[config.mk]
export PLATFORM = sky130hd
export DESIGN_NAME = muldiv_unit
export DESIGN_NICKNAME = d
export VERILOG_FILES = /design/src/rtl/muldiv_unit_pkg.sv /design/src/rtl/muldiv_step.sv /design/src/rtl/muldiv_unit.sv
export SDC_FILE = /design/constraint.sdc
export NUM_CORES = 1
export LEC_CHECK = 0
export ABC_AREA = 1
export CAP_MARGIN = 5
export CORE_MARGIN = 4
export CORE_UTILIZATION = 52
export DETAILED_ROUTE_END_ITERATION = 12
export PLACE_DENSITY = 0.84
export SYNTH_ARGS = -nofsm -noshare
export SYNTH_HDL_FRONTEND = slang
export SYNTH_SLANG_ARGS = --single-unit
export TNS_END_PERCENT = 1
[constraint.sdc]
create_clock -name clk -period 7.79 [get_ports clk]
set_clock_uncertainty 0.05 [all_clocks]
set_input_delay 1.558 -clock clk [delete_from_list [all_inputs] [get_ports clk]]
set_output_delay 1.558 -clock clk [all_outputs]
set_load 0.01 [all_outputs]
[src/rtl/muldiv_unit_pkg.sv]
// Shared encodings for the iterative multiply/divide unit:
// operation codes and the control FSM states.
package muldiv_unit_pkg;

    typedef enum logic [1:0] {
        OP_MULTU = 2'b00,
        OP_MULT  = 2'b01,
        OP_DIVU  = 2'b10,
        OP_DIV   = 2'b11
    } op_e;

    typedef enum logic [1:0] {
        IDLE = 2'b00,
        RUN  = 2'b01,
        FIX  = 2'b10,
        DONE = 2'b11
    } state_e;

    function automatic logic op_is_div(input op_e o);
        return (o == OP_DIVU) || (o == OP_DIV);
    endfunction

    function automatic logic op_is_signed(input op_e o);
        return (o == OP_MULT) || (o == OP_DIV);
    endfunction

endpackage

[src/rtl/muldiv_step.sv]
// One radix-2 iteration on the {acc_hi, acc_lo} pair: shift-add for multiply,
// restoring shift-subtract for divide, both through a single wide+1-bit adder.
module muldiv_step #(
    parameter int wide = 32
) (
    input  logic            div,
    input  logic [wide-1:0] acc_hi,
    input  logic [wide-1:0] acc_lo,
    input  logic [wide-1:0] opnd,
    output logic [wide-1:0] next_hi,
    output logic [wide-1:0] next_lo
);

    logic [wide:0]   x;
    logic [wide:0]   y;
    logic            cin;
    logic [wide+1:0] sum;

    // NOTE: every output of a combinational block gets a value on every path
    // (defaults first), otherwise synthesis infers a latch.
    always_comb begin
        x       = {1'b0, acc_hi};
        y       = '0;
        cin     = 1'b0;
        next_hi = acc_hi;
        next_lo = acc_lo;

        if (div) begin
            // Subtract as x + ~d + 1; the carry out of the top bit means x >= d.
            x   = {acc_hi, acc_lo[wide-1]};
            y   = ~{1'b0, opnd};
            cin = 1'b1;
        end else if (acc_lo[0]) begin
            y = {1'b0, opnd};
        end

        sum = {1'b0, x} + {1'b0, y} + {{(wide+1){1'b0}}, cin};

        if (div) begin
            if (sum[wide+1]) begin
                next_hi = sum[wide-1:0];
                next_lo = {acc_lo[wide-2:0], 1'b1};
            end else begin
                next_hi = x[wide-1:0];
                next_lo = {acc_lo[wide-2:0], 1'b0};
            end
        end else begin
            next_hi = sum[wide:1];
            next_lo = {sum[0], acc_lo[wide-1:1]};
        end
    end

endmodule

[src/rtl/muldiv_unit.sv]
// Iterative MIPS-style HI/LO multiply/divide unit: magnitudes are iterated in
// RUN, signs are restored in FIX, and MTHI/MTLO write HI/LO directly when idle.
module muldiv_unit
    import muldiv_unit_pkg::*;
#(
    parameter int wide = 32
) (
    input  logic            clk,
    input  logic            rst,
    input  logic            start,
    input  logic [1:0]      op,
    input  logic [wide-1:0] a,
    input  logic [wide-1:0] b,
    input  logic            cancel,
    input  logic            we_hi,
    input  logic            we_lo,
    input  logic [wide-1:0] wd,
    output logic            busy,
    output logic            done,
    output logic            div_by_zero,
    output logic [wide-1:0] hi,
    output logic [wide-1:0] lo
);

    localparam int CW = $clog2(wide) + 1;

    state_e          state, state_next;
    logic [CW-1:0]   cnt;
    logic            accept;
    logic            iter_en;
    logic            write_result;
    logic            direct_ok;

    op_e             op_in;
    logic            sgn;
    logic [wide-1:0] mag_a, mag_b;

    logic [wide-1:0] acc_hi, acc_lo, opnd, a_raw;
    logic            is_div, neg_q, neg_r, b_zero;
    logic [wide-1:0] step_hi, step_lo;
    logic [2*wide-1:0] prod, prod_fix;
    logic [wide-1:0] res_hi, res_lo;

    always_ff @(posedge clk) begin
        if (!rst) state <= IDLE;
        else      state <= state_next;
    end

    always_comb begin
        state_next = state;
        accept     = 1'b0;
        busy       = 1'b0;
        done       = 1'b0;
        case (state)
            IDLE: begin
                if (start && !cancel) begin
                    state_next = RUN;
                    accept     = 1'b1;
                end
            end
            RUN: begin
                busy = 1'b1;
                if (cancel)                 state_next = IDLE;
                else if (cnt == CW'(wide))  state_next = FIX;
            end
            FIX: begin
                busy       = 1'b1;
                state_next = cancel ? IDLE : DONE;
            end
            DONE: begin
                done       = 1'b1;
                state_next = IDLE;
            end
            default: state_next = IDLE;
        endcase
    end

    assign iter_en      = (state == RUN) && !cancel && (cnt != CW'(wide));
    assign write_result = (state == FIX) && !cancel;
    assign direct_ok    = (state == IDLE) || (state == DONE);

    assign op_in = op_e'(op);
    assign sgn   = op_is_signed(op_in);
    assign mag_a = (sgn && a[wide-1]) ? -a : a;
    assign mag_b = (sgn && b[wide-1]) ? -b : b;

    muldiv_step #(.wide(wide)) u_step (
        .div     (is_div),
        .acc_hi  (acc_hi),
        .acc_lo  (acc_lo),
        .opnd    (opnd),
        .next_hi (step_hi),
        .next_lo (step_lo)
    );

    // NOTE: the operand/accumulator registers are always loaded on accept
    // before being read, so they carry no reset and stay plain enable flops.
    always_ff @(posedge clk) begin
        if (accept) begin
            acc_hi <= '0;
            acc_lo <= mag_a;
            opnd   <= mag_b;
            a_raw  <= a;
            is_div <= op_is_div(op_in);
            neg_q  <= sgn && (a[wide-1] ^ b[wide-1]);
            neg_r  <= sgn && a[wide-1];
            b_zero <= (b == '0);
        end else if (iter_en) begin
            acc_hi <= step_hi;
            acc_lo <= step_lo;
        end
    end

    assign prod     = {acc_hi, acc_lo};
    assign prod_fix = neg_q ? -prod : prod;

    always_comb begin
        res_hi = prod_fix[2*wide-1:wide];
        res_lo = prod_fix[wide-1:0];
        if (is_div) begin
            if (b_zero) begin
                res_hi = a_raw;
                res_lo = '1;
            end else begin
                res_hi = neg_r ? -acc_hi : acc_hi;
                res_lo = neg_q ? -acc_lo : acc_lo;
            end
        end
    end

    // NOTE: sequential state uses non-blocking assignments only, so later
    // statements (direct writes after the result) win without read/write races.
    always_ff @(posedge clk) begin
        if (!rst) begin
            cnt         <= '0;
            hi          <= '0;
            lo          <= '0;
            div_by_zero <= 1'b0;
        end else begin
            if (accept)       cnt <= '0;
            else if (iter_en) cnt <= cnt + CW'(1);

            if (write_result) begin
                hi          <= res_hi;
                lo          <= res_lo;
                div_by_zero <= is_div && b_zero;
            end
            if (direct_ok && we_hi) hi <= wd;
            if (direct_ok && we_lo) lo <= wd;
        end
    end

endmodule

==> results of run 1 <==
worst paths after layout:
check                           startpoint          to  slack [ns]  cells past startpoint
worst min-delay path                lo[21]      lo[21]        0.42                      2
worst min register to register      lo[21]      lo[21]        0.42                      2
worst max register to register      is_div  acc_hi[28]        2.42                     18
worst max-delay path                is_div  acc_hi[28]        2.42                     18
layout make-up:
cell class	count	area (sq um)
diodes	1	2.50
clock buffers	29	649
clock inverters	15	203
fillers	3045	12100
inverters	346	1300
multi-input cells	2088	10100
flip-flops and latches	205	5100
well taps	435	544
repair buffers	187	1860
cells in the mapped netlist, drive strengths merged, types with 28 or more instances:
cell      n  area, sq um
inv     342         1280
nand4    28          175
dfxtp   105         2100
buf      31          166
nor2    367         1410
nor3     45          235
a21oi   157          797
edfxtp  100         3000
clkbuf   80          302
nand2   813         3080
ha       41          513
xor2     57          499
o21ai   176          881
nand3   231         1170
sequential cells by signal (all words and copies together), names as in the netlist, 2 cells and up:
signal  count
state       2
a_raw      32
opnd       32
hi         32
cnt         6
lo         32
acc_lo     32
acc_hi     32
stage by stage:
step | util | setup slack (ns) | std cells
finish | 0.621 | 2.42 | 3306
CTS | 0.620 | 2.04 | 3304
floorplan | - | 3.38 | 2750
global placement | 0.593 | 2.25 | 3260
global route | 0.621 | 1.97 | 3305
detailed placement | 0.593 | 2.06 | 3260
cells in the final DEF (no fill, tap or decap), drive strengths merged, types with 3 or more instances in the layout:
cell type | Yosys | final
a21oi | 157 | 157
a22o | 4 | 4
a31oi | 17 | 17
and2 | 6 | 6
and3 | 3 | 3
buf | 31 | 17
bufinv | 0 | 4
clkbuf | 80 | 29
clkdlybuf4s50 | 0 | 170
clkinv | 4 | 10
clkinvlp | 0 | 4
dfxtp | 105 | 105
edfxtp | 100 | 100
ha | 41 | 41
inv | 342 | 343
nand2 | 813 | 813
nand3 | 231 | 231
nand3b | 18 | 18
nand4 | 28 | 28
nor2 | 367 | 367
nor3 | 45 | 45
nor4 | 7 | 7
o2111ai | 10 | 10
o211ai | 19 | 19
o21a | 3 | 3
o21ai | 176 | 176
o21bai | 7 | 7
o221a | 8 | 8
o221ai | 23 | 23
o22ai | 3 | 3
or2 | 18 | 18
xnor2 | 13 | 13
xor2 | 57 | 57
power groups by stage:
stage / clock network [mW] / logic (mW) / registers (mW)
2_1_floorplan: 0 / 1.69 / 1.48
3_3_place_gp: 0 / 2.40 / 1.57
6_report: 1.21 / 2.51 / 1.56
5_1_grt: 1.26 / 2.77 / 1.58
4_1_cts: 1.21 / 2.44 / 1.55
3_5_place_dp: 0 / 2.42 / 1.58
worst max-delay path, stage by stage, from the launching register on:
cell and delay (ns):
edfxtp_1 0.58, buf_16 0.26, inv_2 0.54, nand2_1 0.92, a21oi_1 0.45, ha_1 0.34, nand2_1 0.14, inv_1 0.06
nand2_1 0.06, nand2_1 0.05, nand2_1 0.06, nand3_1 0.16, nand2_1 0.14, nand2_2 0.10, a21oi_1 0.97, nor2_1 0.11
nor2_1 0.13, nor2_1 0.05, nor2_1 0.10
routing by layer:
metal	global-route usage	vias to the layer above	routed length, microns
li1	-	9194	-
met1	0.531	8955	28800
met2	0.553	1160	28700
met3	0.0645	121	7720
met4	0.0776	0	1700
met5	0	-	0
cell families (layout without fill, tap and decap cells):
family,count (synthesis),after routing,share of synthesized area
XOR/XNOR,70,70,0.0361
other,0,1,0
AND/OR/NAND/NOR,1538,1538,0.379
buffers and inverters,457,577,0.104
AO/OA/AOI/OAI,437,437,0.148
adder cells (fa/ha/maj),43,43,0.0325
flip-flops,205,205,0.300
==> flow_summary.ini, run 1 <==
[status]
status = complete, no violations

[placed_design]
place.gp.congestion = 1.03
port-buffer-count = 170
dpl-instance-area_sq_mm = 0.0189
place_hpwl_mm = 52.8

[clock_tree]
ctsResizeCount = 0
holdBufCountCts = 0
cts_buffer_depth = 3
cts_root_buf = clkbuf_16
numCtsBuffers = 24
cts_tree = done
clk_latency_ns = 0.54
clk_pin_slew_ns = 0.06
htreeDepth = 1
post-cts-setup-buffers = 0
clock_sinks = 205

[yosys]
yosys_warnings = 0
synthCells = 2750
synth_cell_types = 56
yosysSeqAreaShare = 0.300
synth_area_per_cell_sq_um = 6.18
yosys_most_used_dff = dfxtp_1
netlist_area_sq_mm = 0.0170
synthArstFlopShare = 0
synth_edf_count = 100
synth_nets = 2897
ys_seq_elements = 205

[floorplanning]
die_x_microns = 189
io_pins = 171
core_sq_mm = 0.0319
start_util = 0.533
die_y_microns = 189
die_area_sq_mm = 0.0356
core.rowCount = 65

[power_and_ir_drop]
comb_power_share = 0.475
p_clk_frac = 0.229
p_switching_mw = 2.42
total_power_mw = 5.28
pwr-share-seq = 0.296
ir_worst_vdd_v = 0.000154
p_per_area_mw_per_mm2 = 267
p_int_mw = 2.86
leakage_nw = 9.05
p_sw_frac = 0.459

[route]
vias_per_cell = 5.88
drtIter0Drc = 2550
drtAntennaViolNets = 0
wl_per_cell_microns = 20.3
via_count = 19430
drtPass1Iterations = 6
wl_mm = 67.0
drc = 0

[sta]
min_period_ns = 5.37
worstMarginPinSlew_ns = 1.26
max_freq_ghz = 0.186
setup_viol = 0
fin_setup_tns_ns = 0
hold_viol = 0
grt_setup_unrepaired = false
drv_slew = 0
finalCritPeriodShare = 0.690
slew_headroom = 0.162
holdWs_ns = 0.415

[finish]
stdcell_area_sq_mm = 0.0198
area_growth_syn_to_layout_pct = 16.5
drive_above_1_share = 0.0387
fin_nets = 2999

[setup_path]
cp-start-kind = flip-flop
critPathKind = reg2reg
cp_max_fo = 37
arrival_ns = 5.78
crit_required_ns = 8.20
endpoint_kind = flip-flop

[job]
cap_violations = 0

[global_routing]
grt_start_max_net_pins = 166
grt_pass1_wl_mm = 102
grt_overflow_total = 0
grt_pass1_vias = 17556
grt_use_total = 0.360
antenna_found_initial = 2

[min_path]
hold_class = reg2reg
No activity file was read; power rests on OpenSTA's default activity.
==> run 2, diff against run 1 <==
PLACE_DENSITY = 0.87   (was 0.84)
clock period = 4.81 ns   (was 7.79 ns; I/O delays follow)
==> run 2 against run 1 <==
Final cell count barely moved. Clock power up 48%. Register-to-register slack got worse by 1.9 ns. First-iteration DRC count decreased by 2.3%. Critical path type unchanged. Highest routed layer unchanged.
==> flow_summary.ini, run 2 (synthesized netlist as in run 1, its figures left out) <==
[route]
via_count = 19316
wl_per_cell_microns = 20.4
drtPass1Iterations = 6
drc = 0
vias_per_cell = 5.84
wl_mm = 67.4
drtIter0Drc = 2491
drtAntennaViolNets = 0

[setup_path]
cp-start-kind = flip-flop
crit_required_ns = 5.03
critPathKind = reg2reg
endpoint_kind = flip-flop
r2r_start = is_div
crit_buf_inv = 2
cpMostUsedCell = nand2_1
path_cells = inv_2, nand2_1, a21oi_1, ha_1, nand2_1, inv_1, nand2_1, nand2_1, nand2_1, nand3_1, nand2_1, nand2_2, nand2_2, nand2_4, nor2_4, o22ai_1
reg2reg_slack_ns = 0.51
reg2reg_to = acc_lo[0]
cp_max_fo = 32
slowest_delay_ns = 0.78
arrival_ns = 4.52
cp_top_family = simple AND/OR/NAND/NOR gates
critPathSlowestCell = nand2_1
r2r_cells = 16

[clock_tree]
post-cts-setup-buffers = 0
cts_tree = done
clock_sinks = 205
clk_pin_slew_ns = 0.06
cts_root_buf = clkbuf_16
numCtsBuffers = 24
ctsResizeCount = 0
htreeDepth = 1
cts_buffer_depth = 3
holdBufCountCts = 0
clk_latency_ns = 0.56

[min_path]
hold_class = reg2reg
hold_path.startpoint = lo[29]
min_to = lo[29]
min_path_cells = 2

[finish]
layout_common_cells = nand2_1, nor2_1, inv_1, nand3_1, o21ai_0
mostFrequentLayoutCell = nand2_1
diodes = 0
drive_above_1_share = 0.0362
utilization = 0.618
stdcell_area_sq_mm = 0.0197
regArea_sq_mm = 0.00510
multiInputGateArea_sq_mm = 0.0101
area_growth_syn_to_layout_pct = 16.0
fin_cells = 3305
num-fill-cells = 3059
fin_nets = 3000

[placed_design]
dp.cells = 3262
place_hpwl_mm = 52.7
place.gp.congestion = 1.04
dpl-instance-area_sq_mm = 0.0189
port-buffer-count = 170

[job]
cap_violations = 0

[power_and_ir_drop]
p_per_area_mw_per_mm2 = 426
ir_worst_vdd_v = 0.000280
leakage_nw = 9.00
total_power_mw = 8.40

[sta]
finalCritPeriodShare = 0.895
drv_slew = 0
fin_setup_tns_ns = 0
max_freq_ghz = 0.232
setup_viol = 0
hold_viol = 0
slew_headroom = 0.137
min_period_ns = 4.30
worstMarginPinSlew_ns = 1.29
grt_setup_unrepaired = false

[global_routing]
grt_pass1_vias = 17719
grt_overflow_total = 0
grt_pass1_wl_mm = 102
grt_start_max_net_pins = 198
grt_use_total = 0.363
antenna_found_initial = 0

[floorplanning]
die_y_microns = 189
start_util = 0.533
die_area_sq_mm = 0.0356
core.rowCount = 65
io_pins = 171
core_sq_mm = 0.0319
die_x_microns = 189

[status]
status = complete, no violations
run 2: worst register-to-register path, stage by stage, from the launching register on:
cell	delay, ns
edfxtp_1	0.45
inv_2	0.20
nand2_1	0.78
a21oi_1	0.44
ha_1	0.32
nand2_1	0.14
inv_1	0.06
nand2_1	0.06
nand2_1	0.04
nand2_1	0.05
nand3_1	0.19
nand2_1	0.17
nand2_2	0.10
nand2_2	0.14
nand2_4	0.22
nor2_4	0.45
o22ai_1	0.14
run 2: report_power, final:
part	leakage, nW	total, mW	switching [mW]	internal (mW)
Sequential	1.81	2.53	0.377	2.15
Clock	0.367	1.79	0.778	1.01
Combinational	6.83	4.08	2.78	1.31
Total	9.00	8.40	3.93	4.47
run 2: layout make-up:
| class | count | share of cell area |
|---|---|---|
| multi-input combinational | 2088 | 0.514 |
| sequential | 205 | 0.259 |
| timing repair buffer | 188 | 0.0945 |
| inverter | 346 | 0.0660 |
| clock buffer | 31 | 0.0329 |
| tap | 435 | 0.0276 |
| clock inverter | 12 | 0.00559 |
run 2: how the worst max path moves through the flow:
stage	start	end	slack [ns]	cells after the start
6_report	is_div	acc_lo[0]	0.51	16
3_5_place_dp	is_div	acc_lo[0]	0.61	16
5_1_grt	is_div	acc_hi[18]	0.16	19
4_1_cts	is_div	acc_lo[0]	0.58	16
3_3_place_gp	is_div	acc_lo[0]	0.74	14
2_1_floorplan	cancel	a_raw[0]	1.00	4
run 2: stage by stage:
stage | setup WS [ns] | hold slack [ns]
2_1_floorplan | 1.00 | 0.394
3_3_place_gp | 0.739 | 0.405
3_5_place_dp | 0.607 | 0.409
4_1_cts | 0.578 | 0.419
5_1_grt | 0.158 | 0.440
6_report | 0.507 | 0.422
run 2: routing by layer:
layer  share of wire  vias to the layer above  GRT usage
met1            0.43                     8928      0.514
met5               0                        -          0
met3            0.11                      152     0.0897
met4           0.040                        0      0.122
li1                -                     9172          -
met2            0.42                     1064      0.544
